--- src/rtl/regfile_param.sv ---
// Parameterised register file with hi/lo pair, hardwired-zero entry 0 and a
// clear sweep FSM. Define REGFILE_BYPASS_EN for write-first (same-cycle) reads.
module regfile_param #(
  parameter int DATA_W = 32,
  parameter int ADDR_W = 5,
  parameter int NRD    = 2
) (
  input  logic                    clk,
  input  logic                    rst_n,
  input  logic                    we,
  input  logic                    whl,
  input  logic [ADDR_W-1:0]       wa,
  input  logic [DATA_W-1:0]       wd,
  input  logic [DATA_W-1:0]       wd_hi,
  input  logic [NRD*ADDR_W-1:0]   ra,
  output logic [NRD*DATA_W-1:0]   rd,
  output logic [DATA_W-1:0]       hi,
  output logic [DATA_W-1:0]       lo,
  input  logic                    clr_req,
  output logic                    busy,
  output logic                    dbg_state_o
);

  localparam int DEPTH = 2 ** ADDR_W;
  localparam logic [ADDR_W-1:0] CNT_ONE = ADDR_W'(1);

  typedef enum logic {IDLE = 1'b0, CLEAR = 1'b1} state_e;

  state_e              state_q, state_d;
  logic [ADDR_W-1:0]   cnt_q, cnt_d;
  logic [DATA_W-1:0]   rf_q [DEPTH];
  logic [DATA_W-1:0]   hi_q, lo_q;

  logic                arr_we;
  logic [ADDR_W-1:0]   arr_wa;
  logic [DATA_W-1:0]   arr_wd;

  // clr_req is a level sampled at the rising edge while IDLE; busy acts as
  // not-ready for array writes, which are dropped (never queued) while high.
  always_ff @(posedge clk or negedge rst_n) begin
    if (!rst_n) begin
      state_q <= CLEAR;
      cnt_q   <= CNT_ONE;
    end else begin
      state_q <= state_d;
      cnt_q   <= cnt_d;
    end
  end

  always_comb begin
    state_d = state_q;
    cnt_d   = cnt_q;
    case (state_q)
      IDLE: begin
        if (clr_req) begin
          state_d = CLEAR;
          cnt_d   = CNT_ONE;
        end
      end
      CLEAR: begin
        cnt_d = cnt_q + CNT_ONE;
        if (cnt_q == '1) begin
          state_d = IDLE;
          cnt_d   = CNT_ONE;
        end
      end
      default: begin
        state_d = CLEAR;
        cnt_d   = CNT_ONE;
      end
    endcase
  end

  always_comb begin
    busy        = (state_q == CLEAR);
    dbg_state_o = state_q;
    arr_we      = 1'b0;
    arr_wa      = cnt_q;
    arr_wd      = '0;
    if (state_q == CLEAR) begin
      arr_we = 1'b1;
    end else if (we && !whl && (wa != '0)) begin
      arr_we = 1'b1;
      arr_wa = wa;
      arr_wd = wd;
    end
  end

  // Storage carries no reset; the post-reset sweep zeroes it instead.
  always_ff @(posedge clk) begin
    if (arr_we) begin
      rf_q[arr_wa] <= arr_wd;
    end
  end

  always_ff @(posedge clk or negedge rst_n) begin
    if (!rst_n) begin
      hi_q <= '0;
      lo_q <= '0;
    end else if (we && whl) begin
      hi_q <= wd_hi;
      lo_q <= wd;
    end
  end

`ifdef REGFILE_BYPASS_EN
  assign hi = (we && whl) ? wd_hi : hi_q;
  assign lo = (we && whl) ? wd    : lo_q;
`else
  assign hi = hi_q;
  assign lo = lo_q;
`endif

  for (genvar k = 0; k < NRD; k++) begin : g_rd
    logic [ADDR_W-1:0] ra_k;
    logic [DATA_W-1:0] rd_k;
    assign ra_k = ra[k*ADDR_W +: ADDR_W];
    always_comb begin
      rd_k = rf_q[ra_k];
      if (busy || (ra_k == '0)) begin
        rd_k = '0;
`ifdef REGFILE_BYPASS_EN
      end else if (we && !whl && (wa == ra_k)) begin
        rd_k = wd;
`endif
      end
    end
    assign rd[k*DATA_W +: DATA_W] = rd_k;
  end

endmodule

--- config.mk ---
export PLATFORM = sky130hd
export DESIGN_NAME = regfile_param
export DESIGN_NICKNAME = d
export VERILOG_FILES = /design/src/rtl/regfile_param.sv
export SDC_FILE = /design/constraint.sdc
export NUM_CORES = 1
export LEC_CHECK = 0
export BUFFER_PORTS_ARGS = -buffer_cell sky130_fd_sc_hd__buf_2
export CORE_ASPECT_RATIO = 1.2
export CORE_UTILIZATION = 30
export CTS_CLUSTER_DIAMETER = 100
export CTS_CLUSTER_SIZE = 14
export DETAILED_ROUTE_END_ITERATION = 8
export GPL_ROUTABILITY_DRIVEN = 0
export HOLD_SLACK_MARGIN = 0.03
export SLEW_MARGIN = 15
export SYNTH_ARGS = -nofsm -noshare
export SYNTH_HDL_FRONTEND = slang
export SYNTH_SLANG_ARGS = --single-unit
--- constraint.sdc ---
create_clock -name clk -period 4.7 [get_ports clk]
set_clock_uncertainty 0.2 [all_clocks]
set_input_delay 0.47 -clock clk [delete_from_list [all_inputs] [get_ports clk]]
set_output_delay 0.47 -clock clk [all_outputs]
set_load 0.02 [all_outputs]
# Yosys cells after proc, flatten, opt, wreduce, memory -nomap -nowiden
# Memory sizes are Yosys's and may differ from the RTL's.
# Cells that the tools add are included.
# totals
register_bits,70
ramBits,1024
input_bits,84
n_memories,1
# op_classes
add_sub_neg,1
eq_ne,2
muxes,16
n_bitwise,1
n_reduce_logical,9
# mem_list
memory,words,width,rd,rd_clocked_by_memory_dff,write_ports,line,text
rf_q,32,32,2,0,1,31,logic [DATA_W-1:0] rf_q [DEPTH];
# op_table
op,count
two-way mux 32 bit,4
two-way mux 5 bit,4
zero test 5 bit,2
one-hot mux 5 bit (2 select lines),1
two-way mux 1 bit,6
"adder 5 x 1 -> 5 bit, second input constant",1
"equality test 5 bit, second input constant",1
nonzero test 5 bit,1
logical AND 1 bit,3
logical OR 1 bit,2
"!= test 2 bit, second input constant",1
one-hot mux 1 bit (2 select lines),1
zero test 1 bit,1
inverter 1 bit,1

# Longest topological paths before layout
# Gate-level depths: netlist (run 1).
# logic_depth
ltp_word,7
ltp_mapped,8
ltp_nobuf,6

# Least setup slack after synthesis (run 1)
# Ideal clock, no wire load.
# synth_path
kind,register to register
from,register state_q (netlist: busy)
to,"memory rf_q[25][0], enable pin"
setup_ns,0.461
arrival_time_ns,3.727
required_time_ns,4.039
path_slack_ns,0.312
stages_incl_launch_ff,6
path_buffers,1
cell_sequence,dfstp_2 -> buf_2 -> or3b_1 -> a21oi_2 -> o32a_1 -> nor3_1
# synth_between
elab_chain_len,3
word_cells_on_any_way,4
cone_classes,4 x mux
# synth_lines
item,line,text
from (decl),29,"state_e state_q, state_d;"
from (signal assigned),45,state_q <= state_d;
two-way mux 1 bit,80,if (state_q == CLEAR) begin
two-way mux 1 bit,91,if (arr_we) begin
two-way mux 1 bit (not written as such),92,rf_q[arr_wa] <= arr_wd;
to (decl),31,
# Several ways; a longest one is shown, not always the timed one.

# Final worst setup path (run 1)
# layout_path
from,register state_q (netlist: busy)
to,output port rd[54]
# layout_between
elab_chain_len,2
# layout_lines
item,line,text
logical OR 1 bit,120,if (busy || (ra_k == '0)) begin
two-way mux 32 bit,120,
to (decl),16,"output logic [NRD*DATA_W-1:0] rd,"
# No other way between the ends.

==> results of run 1 <==
-- worst paths after layout --
| kind | from | to | depth (start not counted) |
|---|---|---|---|
| worst max-delay path | busy | rd[54] | 6 |
| worst min-delay path | rst_n | hi[13] | 2 |
| worst max register to register | busy | rf_q[5][22] | 7 |
| worst min register to register | hi[24] | hi[24] | 1 |
| max in group asynchronous | rst_n | lo[29] | 3 |
| min in group clk | hi[24] | hi[24] | 1 |
-- state kept, by name, indices dropped and copies added (netlist names) --
signal	flops
rf_q	1024
hi	32
lo	32
cnt_q	5
busy	1
-- power breakdown --
group | leakage (uW) | internal, uW | switching [uW]
clock network | 0.00119 | 3510 | 3470
registers | 0.0105 | 11700 | 428
logic | 0.00812 | 1470 | 2920
-- synthesized netlist by cell type (3+ instances only) --
cell / number
mux2_2: 258
and2_1: 35
or3_1: 62
buf_2: 117
nand4_1: 54
nor2b_1: 74
a22oi_1: 139
and3_1: 35
a31oi_1: 34
mux2i_1: 261
nand3_1: 90
o21ai_0: 69
a211oi_1: 65
nand2b_1: 5
nor3_1: 19
nor4b_2: 3
nand2_1: 43
inv_1: 4
buf_4: 19
buf_6: 9
o22ai_1: 65
clkbuf_1: 95
edfxtp_1: 1024
a22o_1: 26
a32oi_1: 3
nor2_1: 31
mux4_2: 252
o21ai_1: 3
a32o_1: 8
dfrtp_1: 68
o21ba_2: 3
a21oi_1: 65
buf_1: 6
-- repair_timing --
item                      CTS  global route
hold endpoints to repair  113             0
setup buffers               0             0
hold buffers               66             0
-- final cells by class --
class	instances	area (um2)
clock inverters	6	97.6
well taps	2254	2820
multi-input cells	1731	17600
flip-flops and latches	1094	32500
repair buffers	413	3220
diodes	4	10.0
clock buffers	131	2380
inverters	4	15.0
fillers	16000	110000
-- metal layers --
layer,vias up,global-route usage,wire [um]
li1,13100,-,-
met1,16900,0.241,64800
met2,1555,0.337,85300
met3,329,0.0242,11700
met4,6,0.0880,7550
met5,-,0,43
-- logic make-up (layout without fill, tap and decap cells) --
kind of cell | after synthesis | count (layout) | synth area share
adders and majority gates | 2 | 2 | 0.000491
and+or+nand+nor | 467 | 467 | 0.0529
DFF | 1094 | 1094 | 0.638
xor gates and xnor gates | 2 | 2 | 0.000344
AOI/OAI and AO/OA | 487 | 487 | 0.0640
other | 0 | 4 | 0
buffers and inverters | 250 | 554 | 0.0240
muxes | 773 | 773 | 0.220
-- per-stage QoR --
| step | total power, uW | cells | worst slack, ps | util |
|---|---|---|---|---|
| floorplan | 14700 | 3075 | 312 | - |
| global placement | 16600 | 5430 | 768 | 0.329 |
| detailed placement | 16700 | 5430 | 779 | 0.329 |
| CTS | 23600 | 5633 | 308 | 0.348 |
| global route | 24200 | 5635 | 308 | 0.348 |
| finish | 23500 | 5637 | 327 | 0.348 |
-- critical path, stage by stage (launching register included) --
cell     delay, ps
dfstp_2        610
and3b_2       1000
buf_4          400
o21ai_0        120
or3_1          380
nand4_1        230
buf_2          220
==> results.md, run 1 <==
- Slew headroom: 0.213
- Total track usage: 0.194
- Share of layout cells above drive strength 1: 0.303
- Area contributors post-synth: edfxtp_1, mux4_2, mux2_2
- Hold Worst Slack: between 100 and 150 ps
- Setup_tns: 0 ps
- Global route total overflow: 0
- Starting Density: 0.302
- Crit end category: output port
- Clk_lat worst skew: 700 ps
- Total Nets Final: 3418
- Most common cell after layout, fill and taps aside: edfxtp_1
- Wirelength per Cell: ~30 um
- IR drop worst, VDD: between 0.3 and 0.4 mV
- DR DRC count: 0
- Cts repair resizes: 0
- Largest net degree at the start of global routing: just under 80
- Synth top area share: 0.604
- # setup viols final: 0
- H-Tree Depth: 3
- Fin crit share: 0.930
- Post-synth EDFFs: about 1.0k
- Antenna Nets Post-Route: 0
- Drt pass-1 iters: 5
- Synth cell types: 59
- Kind of critical path: register to output port
- Async S/R FF share, synth: 0.0640
- Synth Cell Area: ~50000 um2
- Die width: ~380 um
- Crit start category: register
- Root buffer cell: clkbuf_16
- DIE HEIGHT: about 450 um
- First-pass GRT wire length: ~240000 um
- Placed cell area: 55500 um2
- Fmax achieved: 229 MHz
- Top_reg_cell synth: edfxtp_1
- FF-to-FF setup slack: between 1000 and 1500 ps
- Critical Path RT: between 4000 and 5000 ps
- Dpl hpwl: between 100000 and 150000 um
- Synth warn: 0
- Leak: roughly 0.020 uW
- # port buffers: between 200 and 250
- Initial antenna violation count: 11
- DR vias/cell: 5.66
- Sequential area share after synthesis: 0.638
- Vias post-DR: about 32k
- Cell taking the most area after synthesis: edfxtp_1
- Core Region: 168000 um2
- Syn Nets: 3161
- Worst Tran Pin Value: approximately 1200 ps
- TritonCTS clock tree: yes
- Number of global-route vias before repair: roughly 32k
- Pwr/cell area: about 400 nW/um2
- Routed WL: between 150000 and 200000 um
- Design Area, Final: 58600 um2
- Most frequent cells in the layout: edfxtp_1, mux2i_1, mux2_2, mux4_2, buf_2
- Max Cap Violations: 0
- Final Hold Vio Count: 0
- Die ar.: around 170000 um2
- Initial DRC count: between 3k and 4k
- Critical path data arrival time: about 3700 ps
- Largest buffer count on any clock path: 3
- Final min period: 4370 ps
- Clock Sinks: approximately 1.1k
- HP Class: input pin to asynchronous set/reset pin
- Cells after Synth: between 3k and 4k
- Syn Area/Cell: 16.6 um2
- Pins Over Slew Limit: 0
- # rows: roughly 170
- I/O pin count: ~210
- Clock transition at the registers of the reported paths: 70 ps
- P&R area growth vs syn: 15.1%
- RSZ-0062 raised after global routing: false
- Yosys reg bits: between 1k and 1.5k
- Max FO, Critical Path: 29
- Status: completed
- Inserted Clock Buffers: 88
Note: power is estimated with default switching activity, not from simulation.
==> inputs of run 2 (changes only) <==
--- a/config.mk
+++ b/config.mk
@@ -9,10 +9,11 @@
 export CORE_ASPECT_RATIO = 1.2
 export CORE_UTILIZATION = 30
 export CTS_CLUSTER_DIAMETER = 100
-export CTS_CLUSTER_SIZE = 14
+export CTS_CLUSTER_SIZE = 12
 export DETAILED_ROUTE_END_ITERATION = 8
 export GPL_ROUTABILITY_DRIVEN = 0
 export HOLD_SLACK_MARGIN = 0.03
+export REMOVE_ABC_BUFFERS = 1
 export SLEW_MARGIN = 15
 export SYNTH_ARGS = -nofsm -noshare
 export SYNTH_HDL_FRONTEND = slang
==> run 2 against run 1 <==
Against the previous run: clock power rose by 12%; flip-flop and latch count stayed put; utilization grew 0.19 points; worst hold slack gained 28 ps; combinational power down 2%; first-iteration DRC count increased by 15%; power is 3.2% higher; sequential power about the same; global-route usage rose by 0.18 points; setup slack better by 41 ps; register-to-register slack lost 60 ps; maximum frequency is 0.95% higher.
==> results.md, run 2 (synthesis results as in run 1) <==
- Max FO, Critical Path: 24 (-17%)
- DR vias/cell: 5.68 (+0.46%)
- Placement Setup Slack: 991 ps (+212 ps)
- Root buffer cell: clkbuf_16
- HP Class: input pin to asynchronous set/reset pin
- Routed WL: 171000 um (+1.1%)
- Largest register by flop count: rf_q
- Global route total overflow: 0 (unchanged)
- Number of global-route vias before repair: 32.2k (+0.040%)
- Pins Over Slew Limit: 0 (unchanged)
- Seq pwr share: 0.501 (-0.016)
- Multi-input gate area: 17600 um2 (unchanged)
- Die width: 378 um (unchanged)
- Sw power: 6940 uW (+1.9%)
- Die ar.: 171000 um2 (unchanged)
- Antenna Nets Post-Route: 0 (unchanged)
- FILL cells: 16.0k (-0.36%)
- Most common cell after layout, fill and taps aside: edfxtp_1
- Critical Path RT: 4030 ps (about the same)
- Clock transition at the registers of the reported paths: 60 ps (about the same)
- Worst Tran Pin Value: 1200 ps (+24.6 ps)
- Final WS setup: 368 ps (+41.3 ps)
- Pwr/cell area: 412 nW/um2 (+2.7%)
- First-pass GRT wire length: 239000 um (+0.86%)
- DR DRC count: 0 (unchanged)
- Crit end category: output port
- Final min period: 4330 ps (-41.2 ps)
- Logic pwr share: 0.178 (-0.008)
- Switching Fraction: 0.286 (-0.00375)
- Cts repair resizes: 0 (unchanged)
- Hold Worst Slack: 145 ps (+28.1 ps)
- Crit start category: register
- Power Total: 24300 uW (+3.2%)
- Starting Density: 0.302 (unchanged)
- Share of layout cells above drive strength 1: 0.310 (+0.00672)
- Initial antenna violation count: 12 (+1)
- Clk_lat worst skew: 740 ps (+40 ps)
- Total Nets Final: 3444 (+0.76%)
- TritonCTS clock tree: yes
- Largest net degree at the start of global routing: 71 (-9.0%)
- Core Region: 168000 um2 (unchanged)
- P&R area growth vs syn: 15.7%
- I/O pin count: 214 (unchanged)
- Most frequent cells in the layout: edfxtp_1, mux2i_1, mux2_2, mux4_2, buf_2
- # rows: 165 (unchanged)
- Leak: 0.0200 uW (+1.0%)
- RSZ-0062 raised after global routing: false
- Drt pass-1 iters: 5 (unchanged)
- Initial DRC count: 3685 (+15%)
- DIE HEIGHT: 453 um (unchanged)
- Clock Sinks: 1094 (unchanged)
- Crit. Startpoint: busy
- R2R Path Start: busy
- IR drop worst, VDD: 0.292 mV (-20%)
- Max Cap Violations: 0 (unchanged)
- Dpl hpwl: 103000 um (+2.5%)
- H-Tree Depth: 3 (unchanged)
- Slew headroom: 0.195 (-0.0183)
- Critical path data arrival time: 3660 ps (-40 ps)
- Status: completed
- Post-CTS setup buffers: 0 (unchanged)
- Inserted Clock Buffers: 103 (+17%)
- Vias post-DR: 32.2k (+0.98%)
- Fin crit share: 0.922 (-0.00878)
- Wirelength per Cell: 30.2 um (+0.62%)
- FF+latch area: 32500 um2 (unchanged)
- Final Hold Vio Count: 0 (unchanged)
- Max reg flops: 1024 (unchanged)
- Fmax achieved: 231 MHz (+0.95%)
- Total track usage: 0.196 (+0.00183)
- # setup viols final: 0 (unchanged)
- Utilization after layout: 0.350 (+0.00192)
- Kind of critical path: register to output port
- Internal Pwr Total: 17400 uW (+3.8%)
- Clk pwr share: 0.321 (+0.025)
- Largest buffer count on any clock path: 3 (unchanged)
- # port buffers: 213 (unchanged)
-- run 2: changes by cell type in the layout (fill, tap and decap cells not counted), moves of 2 or more --
cell	before	now
buf_12	34	19
buf_4	101	126
bufinv_16	0	2
clkbuf_1	42	40
clkbuf_16	89	104
clkinv_8	3	1
clkinvlp_4	0	3
inv_16	2	0
inv_6	1	3
-- run 2: layout make-up --
type | instances | area share
Tap cell | 2254 | 0.0478
Clock inverter | 11 | 0.00236
Timing Repair Buffer | 424 | 0.0529
Antenna cell | 3 | 0.000127
Multi-Input combinational cell | 1731 | 0.298
Clock buffer | 145 | 0.0469
Inverter | 4 | 0.000255
Sequential cell | 1094 | 0.551
-- run 2: metrics by stage --
stage / area, um2 / cells / setup TNS, ps
floorplan: 49700 / 2829 / -9680
global placement: 55400 / 5440 / 0
detailed placement: 55400 / 5440 / 0
CTS: 58900 / 5662 / 0
global route: 58900 / 5665 / 0
finish: 58900 / 5666 / 0
-- run 2: timing repair --
| action | 4_1_cts | 5_1_grt |
|---|---|---|
| hold buffers | 66 | 0 |
| endpoints found under the hold margin | 120 | 0 |
| endpoints found under the setup margin | 0 | 0 |
-- run 2: worst paths after layout --
check | to | slack, ps | cells past startpoint
max | rd[51] | 370 | 6
min | hi[5] | 140 | 2
max reg2reg | rf_q[10][1] | 950 | 5
min reg2reg | lo[6] | 300 | 1
max in group asynchronous | lo[21] | 3160 | 3
min in group clk | rf_q[12][0] | 270 | 4
-- run 2: per-layer routing --
layer,wire (um),global-route usage,up-vias,part of all wire
li1,-,-,13200,-
met1,65400,0.244,17000,0.38
met2,84100,0.331,1648,0.49
met3,14200,0.0367,379,0.083
met4,7560,0.0841,6,0.044
met5,23,0,-,0.00013
-- run 2: critical path, stage by stage (launching register included) --
cell and delay (ps):
dfstp_2 910, nor2_1 180, and3_2 620, buf_4 370
a22oi_1 330, nand4_1 230, buf_2 220
-- run 2: power groups by stage --
| stage | clock network, uW | registers (uW) | logic [uW] |
|---|---|---|---|
| finish | 7810 | 12200 | 4320 |
| global route | 8240 | 12300 | 4510 |
| CTS | 7920 | 12200 | 4330 |
| detailed placement | 0 | 12400 | 4280 |
| global placement | 0 | 12300 | 4260 |
| floorplan | 0 | 12400 | 2030 |
